==> src/rtl/axa_pkg.sv <==
// Shared AXA definitions: default word width, pointer-width helper and instruction
// type encodings used by the undo-stack callers.
package axa_pkg;

    localparam int WORD = 16;

    typedef enum logic [1:0] {
        ILTypeR   = 2'd0,
        ILTypeI   = 2'd1,
        ILTypeJ   = 2'd2,
        ILTypeUnd = 2'd3
    } il_type_e;

    // Pointer width for a power-of-two depth; never narrower than one bit.
    function automatic int uptr(input int depth);
        return (depth <= 2) ? 1 : $clog2(depth);
    endfunction

endpackage

==> src/rtl/axa_undo_ram.sv <==
// Undo-stack storage: one synchronous write, one registered read (pop) and one
// asynchronous read (peek). Read register resets to zero; the array does not.
module axa_undo_ram
    import axa_pkg::*;
#(
    parameter  int WIDTH = WORD,
    parameter  int DEPTH = 16,
    localparam int PW    = uptr(DEPTH)
) (
    input  logic             clk,
    input  logic             reset,
    input  logic             we,
    input  logic [PW-1:0]    waddr,
    input  logic [WIDTH-1:0] wdata,
    input  logic             re,
    input  logic [PW-1:0]    raddr,
    output logic [WIDTH-1:0] rdata,
    input  logic [PW-1:0]    paddr,
    output logic [WIDTH-1:0] pdata
);

    logic [WIDTH-1:0] mem [DEPTH];
    logic [WIDTH-1:0] rdata_q;

    always_ff @(posedge clk) begin
        if (we) begin
            mem[waddr] <= wdata;
        end
    end

    // Read-before-write: a pop and a top-replacing push to the same slot return the old value.
    always_ff @(posedge clk) begin
        if (reset) begin
            rdata_q <= '0;
        end else if (re) begin
            rdata_q <= mem[raddr];
        end
    end

    assign rdata = rdata_q;
    assign pdata = mem[paddr];

endmodule

==> src/rtl/axa_undo_buffer.sv <==
// Circular undo stack: push saves pre-write values, pop restores them (1-cycle latency),
// commit discards history. Every request is accepted; overflow/underflow are sticky flags.
module axa_undo_buffer
    import axa_pkg::*;
#(
    parameter  int WIDTH = WORD,
    parameter  int DEPTH = 16,
    localparam int PW    = uptr(DEPTH)
) (
    input  logic             clk,
    input  logic             reset,
    input  logic             push_valid,
    input  logic [WIDTH-1:0] push_data,
    input  logic             pop_valid,
    input  logic             commit,
    input  logic             clear_errs,
    input  logic [PW-1:0]    peek_off,
    output logic [WIDTH-1:0] peek_data,
    output logic [WIDTH-1:0] pop_data,
    output logic             pop_data_valid,
    output logic [PW:0]      count,
    output logic             empty,
    output logic             full,
    output logic             lost,
    output logic             underflow
);

    localparam logic [PW:0] FULL_CNT = (PW+1)'(DEPTH);

    logic [PW-1:0] sp_q, sp_d;
    logic [PW:0]   count_q, count_d, cnt_after_pop, cnt_after_com;
    logic          lost_q, lost_d, underflow_q, underflow_d, pdv_q;
    logic          pop_ok, pop_err, lost_set;
    logic [PW-1:0] top_idx, waddr;

    assign empty   = (count_q == '0);
    assign full    = (count_q == FULL_CNT);
    assign pop_ok  = pop_valid && !empty;
    assign pop_err = pop_valid && empty;
    assign top_idx = sp_q - PW'(1);

    // A push alongside a serviced pop replaces the top rather than advancing.
    assign waddr    = (push_valid && pop_ok) ? top_idx : sp_q;
    assign lost_set = push_valid && !pop_ok && !commit && full;

    always_comb begin
        sp_d = sp_q;
        if (pop_ok && !push_valid) begin
            sp_d = sp_q - PW'(1);
        end else if (push_valid && !pop_ok) begin
            sp_d = sp_q + PW'(1);
        end

        cnt_after_pop = pop_ok ? (count_q - (PW+1)'(1)) : count_q;
        cnt_after_com = commit ? '0 : cnt_after_pop;
        count_d       = cnt_after_com;
        if (push_valid && (cnt_after_com != FULL_CNT)) begin
            count_d = cnt_after_com + (PW+1)'(1);
        end

        lost_d      = lost_set || (lost_q && !clear_errs);
        underflow_d = pop_err || (underflow_q && !clear_errs);
    end

    always_ff @(posedge clk) begin
        if (reset) begin
            sp_q        <= '0;
            count_q     <= '0;
            lost_q      <= 1'b0;
            underflow_q <= 1'b0;
            pdv_q       <= 1'b0;
        end else begin
            sp_q        <= sp_d;
            count_q     <= count_d;
            lost_q      <= lost_d;
            underflow_q <= underflow_d;
            pdv_q       <= pop_ok;
        end
    end

    axa_undo_ram #(
        .WIDTH (WIDTH),
        .DEPTH (DEPTH)
    ) u_ram (
        .clk   (clk),
        .reset (reset),
        .we    (push_valid && !reset),
        .waddr (waddr),
        .wdata (push_data),
        .re    (pop_ok),
        .raddr (top_idx),
        .rdata (pop_data),
        .paddr (sp_q - peek_off - PW'(1)),
        .pdata (peek_data)
    );

    assign count          = count_q;
    assign pop_data_valid = pdv_q;
    assign lost           = lost_q;
    assign underflow      = underflow_q;

endmodule
==> config.mk <==
export PLATFORM = sky130hd
export DESIGN_NAME = axa_undo_buffer
export DESIGN_NICKNAME = d
export VERILOG_FILES = /design/src/rtl/axa_pkg.sv /design/src/rtl/axa_undo_ram.sv /design/src/rtl/axa_undo_buffer.sv
export SDC_FILE = /design/constraint.sdc
export NUM_CORES = 1
export LEC_CHECK = 0
export CAP_MARGIN = 5
export CELL_PAD_IN_SITES_DETAIL_PLACEMENT = 0
export CELL_PAD_IN_SITES_GLOBAL_PLACEMENT = 1
export CORE_ASPECT_RATIO = 2
export CORE_MARGIN = 8
export CORE_UTILIZATION = 35
export DETAILED_ROUTE_END_ITERATION = 16
export PLACE_DENSITY = 0.61
export REMOVE_ABC_BUFFERS = 1
export SYNTH_ARGS = -nofsm -noshare
export SYNTH_HDL_FRONTEND = slang
export SYNTH_SLANG_ARGS = --single-unit
==> constraint.sdc <==
create_clock -name clk -period 9.81 [get_ports clk]
set_clock_uncertainty 0.15 [all_clocks]
set_input_delay 1.4715 -clock clk [delete_from_list [all_inputs] [get_ports clk]]
set_output_delay 1.4715 -clock clk [all_outputs]
set_load 0.005 [all_outputs]
## Word-level counts from Yosys, hierarchy flattened

Memories as Yosys holds them, arrays and structs flattened. A register that Yosys moved wholly into a read port is not among the register bits.
Index checks and enable logic that the tools add are counted.

| storage, ports and cells | value |
|---|---|
| bits in registers | 12 |
| output and inout port bits | 42 |
| memory bits (writable) | 256 |
| input port bits | 26 |
| memories | 1 |

| operators by class | value |
|---|---|
| reductions and logical operators | 21 |
| add/subtract/negate cells | 6 |
| equal/unequal tests | 2 |
| multiplexer cells | 8 |

Memory list:

| memory | words | bits a word | rd ports | clocked after memory_dff | wr ports | line | text |
|---|---|---|---|---|---|---|---|
| u_ram.mem | 16 | 16 | 2 | 1 | 1 | axa_undo_ram.sv:22 | `logic [WIDTH-1:0] mem [DEPTH];` |

Operator list:

| kind | count |
|---|---|
| $mux W5 | 3 |
| $mux W4 | 3 |
| $logic_and A1 B1 Y1 | 11 |
| $sub A4 B1 Y4 const B | 2 |
| $logic_not A1 Y1 | 6 |
| $add A5 B1 Y5 const B | 1 |
| $eq A5 B5 Y1 const B | 1 |
| $logic_not A5 Y1 | 1 |
| $ne A5 B5 Y1 const B | 1 |
| $sub A5 B1 Y5 const B | 1 |
| $add A4 B1 Y4 const B | 1 |
| $sub A4 B4 Y4 | 1 |
| $logic_or A1 B1 Y1 | 2 |
| $mux W1 | 2 |
| $reduce_bool A2 Y1 | 1 |

## Depth between registers and ports, before layout

| logic depth | value |
|---|---|
| depth in word-level cells | 8 |
| depth in mapped cells | 12 |

## Modules after synthesis

Synthesis repeated with hierarchy kept, for this count alone.

| unflattened totals | value |
|---|---|
| cell total of the unflattened synthesis | 822 |
| area, all modules | 13479.2 sq um |

By module, submodules not included:

| module | instances | area an instance (sq um) | cells each |
|---|---|---|---|
| axa_undo_ram | 1 | 12460.7 | 704 |
| axa_undo_buffer | 1 | 1018.5 | 118 |

## Worst setup path before layout

Ideal clock, no wire load.

| timing | value |
|---|---|
| path kind | input to output |
| start | input port peek_off[0] |
| end | output port peek_data[10] |
| stages on the path | 9 |
| path slack | 4.620 ns |
| arrival | 3.568 ns |
| data required time | 8.188 ns |
| path buffers | 3 |
| path through | inv_1 > ha_1 > fa_1 > buf_2 > clkbuf_1 > clkbuf_1 > mux4_2 > nand2_1 > a31oi_1 |

| between the ends | value |
|---|---|
| cells in the longest elaborated chain, start to end | 3 |

RTL lines:

| element | line | text |
|---|---|---|
| start, declared | axa_undo_buffer.sv:17 | `input logic [PW-1:0] peek_off,` |
| $sub A4 B4 Y4 | axa_undo_buffer.sv:93 | `.paddr (sp_q - peek_off - PW'(1)),` |
| $sub A4 B1 Y4 | axa_undo_buffer.sv:93 |  |
| $mem_v2 Z16 W16 | - |  |
| end, declared | axa_undo_buffer.sv:18 | `output logic [WIDTH-1:0] peek_data,` |

No other way between the ends.

## Worst setup path after layout

| timing | value |
|---|---|
| start | input port peek_off[0] |
| end | output port peek_data[6] |

Same word-level chain as after synthesis.

==> flow_metrics.py <==
metrics = {
    "logic_synthesis": {
        "synth.distinct_cells": 46,
        "yosysTopAreaCellShare_pct": 57.9,
        "ys_seq_elements": 284,
        "synth_top_cell_by_area": "edfxtp_1",
        "synth-async-reset-ratio_pct": 0,
        "synth-seq-area-share_pct": 62.2,
        "ys.flop_type": "edfxtp_1",
        "syn_area_um2": 13300,
        "yosys-top-cells-area": "edfxtp_1, mux4_2, dfxtp_1",
        "synth_edf_count": 256,
        "syn_inst": 802,
        "synth_area_per_cell_um2": 16.5,
        "ys_warn_count": 0,
    },
    "route": {
        "wirelength_mm": 35.7,
        "drt_iter0_drc": 506,
        "wl_per_cell_um": 26.4,
        "drc": 0,
        "vias": 7838,
        "ant_nets": 0,
        "drt-vias-per-instance": 5.79,
        "firstDrtPassIters": 4,
    },
    "power_and_ir_drop": {
        "p_int_uw": 2500,
        "sequentialPowerShare_pct": 39.5,
        "ir_drop_mv": 0.177,
        "pwr-share-clk_pct": 31.4,
        "power_switching_uw": 1040,
        "netSwitchingFraction_pct": 29.4,
        "pwr-share-comb_pct": 29.1,
        "p_per_area_nw_per_um2": 227,
        "total_leakage_power_uw": 0.00503,
    },
    "sta": {
        "period_needed_ns": 7.01,
        "maxSlewViolCount": 0,
        "clock.fmax_ghz": 0.143,
        "hold_slack_ns": 0.314,
        "rsz0062_at_grt": "false",
        "hold_violations": 0,
        "finalSetupViolCount": 0,
        "fin_crit_sh_pct": 71.5,
        "slew_headroom_pct": 26.7,
        "timing.setup.tns_ns": 0,
        "worst_pin_slew_ns": 1.10,
    },
    "clock_network": {
        "ctsResizeCount": 0,
        "cts_max_level": 1,
        "cts_made_buffers": 28,
        "clockRootBuffer": "clkbuf_16",
        "clock_latency_ns": 0.55,
        "cts_buffer_depth": 3,
        "cts_setup_buffers": 0,
        "cts.sink_count": 284,
        "cts_hold_buf": 0,
        "cts_tree": "built",
        "clk_pin_slew_ns": 0.06,
    },
    "global_routing": {
        "grt_pass1_vias": 8153,
        "grt_start_max_net_pins": 69,
        "grt_antenna_before_repair": 0,
        "grt_pass1_wl_mm": 52.6,
        "grt_use_total_pct": 15.9,
        "grt_overflow": 0,
    },
    "die": {
        "die_h_um": 291,
        "die-area_um2": 44800,
        "fp.dieW_um": 154,
        "top_level_ports": 68,
        "core_area_um2": 37700,
        "rows": 101,
        "initial_core_util_pct": 35.2,
    },
    "setup_path": {
        "worst_setup_path_end_kind": "output pin",
        "cpLargestDelayFamily": "buffers and inverters",
        "max_stage_delay_ns": 1.10,
        "critPathKind": "in2out",
        "critPathArrivalTime_ns": 5.39,
        "startpoint_type": "primary input",
        "crit_path_frequent_cell": "clkdlybuf4s50_1",
        "critPathRequiredTime_ns": 8.19,
        "path_buf_inv": 4,
        "worstPathCellList": "clkdlybuf4s50_1 -> inv_1 -> ha_4 -> fa_2 -> buf_4 -> mux4_2 -> and2_1 -> a211oi_1 -> a31oi_1 -> clkdlybuf4s50_1",
        "cp_slowest_cell": "fa_2",
        "crit_fanout": 38,
        "crit_cells": 10,
        "r2r_cells": 6,
    },
    "layout": {
        "layout_common_cells": "edfxtp_1, mux4_2, nand2_1",
        "layout.nets": 906,
        "area_growth_pct": 17.4,
        "final_common_cell": "edfxtp_1",
        "layout-drive-gt1-share_pct": 25.4,
        "antennaDiodeCount": 0,
        "stdcell_area_um2": 15600,
    },
    "place": {
        "hpwl_mm": 19.2,
        "routabilityCongestion": 0.741,
        "port_buffers": 67,
        "dpl_cell_area_um2": 14600,
    },
    "flow_run": {
        "maxCapViolations": 0,
    },
    "worst_hold_path": {
        "holdPathStages": 1,
        "worstHoldPathType": "reg2reg",
    },
    "outcome": {
        "run_status": "finished clean",
    },
}
[synthesized netlist by cell type (2+ instances only)]
library cell / count
a211oi_1: 19
buf_2: 18
and2_1: 16
a211o_1: 16
a31oi_1: 17
a21o_1: 2
o21ai_0: 9
nand3_1: 4
nand2b_1: 3
nor2_1: 30
edfxtp_1: 256
nand2_1: 103
and3_1: 2
mux2i_1: 5
dfxtp_1: 28
nor3b_1: 2
a21oi_1: 42
ha_1: 11
or3_1: 2
inv_1: 12
clkbuf_1: 32
buf_1: 3
or4b_1: 2
xnor2_1: 6
nor2b_1: 3
xor2_1: 7
nor3_1: 6
mux4_2: 128
[power groups by stage]
stage	registers [uW]	clock network (uW)	logic, uW
after floorplan	1430	0	673
after global placement	1420	0	1050
after detailed placement	1420	0	1050
after CTS	1400	1140	1060
after global routing	1400	1170	1110
final	1400	1110	1030
[path summary, 6_finish.rpt]
check            startpoint              end  slack (ns)
max             peek_off[0]     peek_data[6]        2.80
min          u_ram.rdata[4]   u_ram.rdata[4]        0.31
max reg2reg         sp_q[0]  u_ram.mem[0][3]        5.55
min reg2reg  u_ram.rdata[4]   u_ram.rdata[4]        0.31
[metrics by stage]
step / setup slack (ns) / std cells / power [uW] / util, %
global placement: 2.81 / 1301 / 2470 / 38.8
finish: 2.80 / 1353 / 3540 / 41.3
global route: 2.61 / 1353 / 3690 / 41.3
detailed placement: 2.73 / 1301 / 2480 / 38.8
floorplan: 1.69 / 748 / 2100 / -
CTS: 2.72 / 1353 / 3590 / 41.3
[state kept, by name, summed over array words and instances, names as in the netlist]
signal / cells
u_ram.mem: 256
u_ram.rdata: 16
count: 5
sp_q: 4
lost: 1
pop_data_valid: 1
underflow: 1
[kinds of logic after synthesis]
logic type / count (synthesis) / synth area share, %
AOI/OAI and AO/OA: 114 / 5.59
DFF: 284 / 62.2
and+or+nand+nor: 179 / 5.99
adders and majority gates: 12 / 1.19
muxes: 133 / 22.1
buffers and inverters: 67 / 2.09
xor gates and xnor gates: 13 / 0.858
[area by class of cell]
cell class,instances,area [um^2]
fillers,3388,22100
flip-flops and latches,284,8250
multi-input cells,451,4890
repair buffers,90,843
clock buffers,34,743
well taps,463,579
clock inverters,18,218
inverters,13,48.8
[per-layer routing]
metal	up-vias	part of all wire, %	track usage (%)
met5	-	0	0
met4	0	1.6	3.99
met2	272	54	29.9
met1	4156	39	18.3
met3	36	5.1	2.32
li1	3374	-	-
Note: power is estimated with default switching activity, not from simulation.
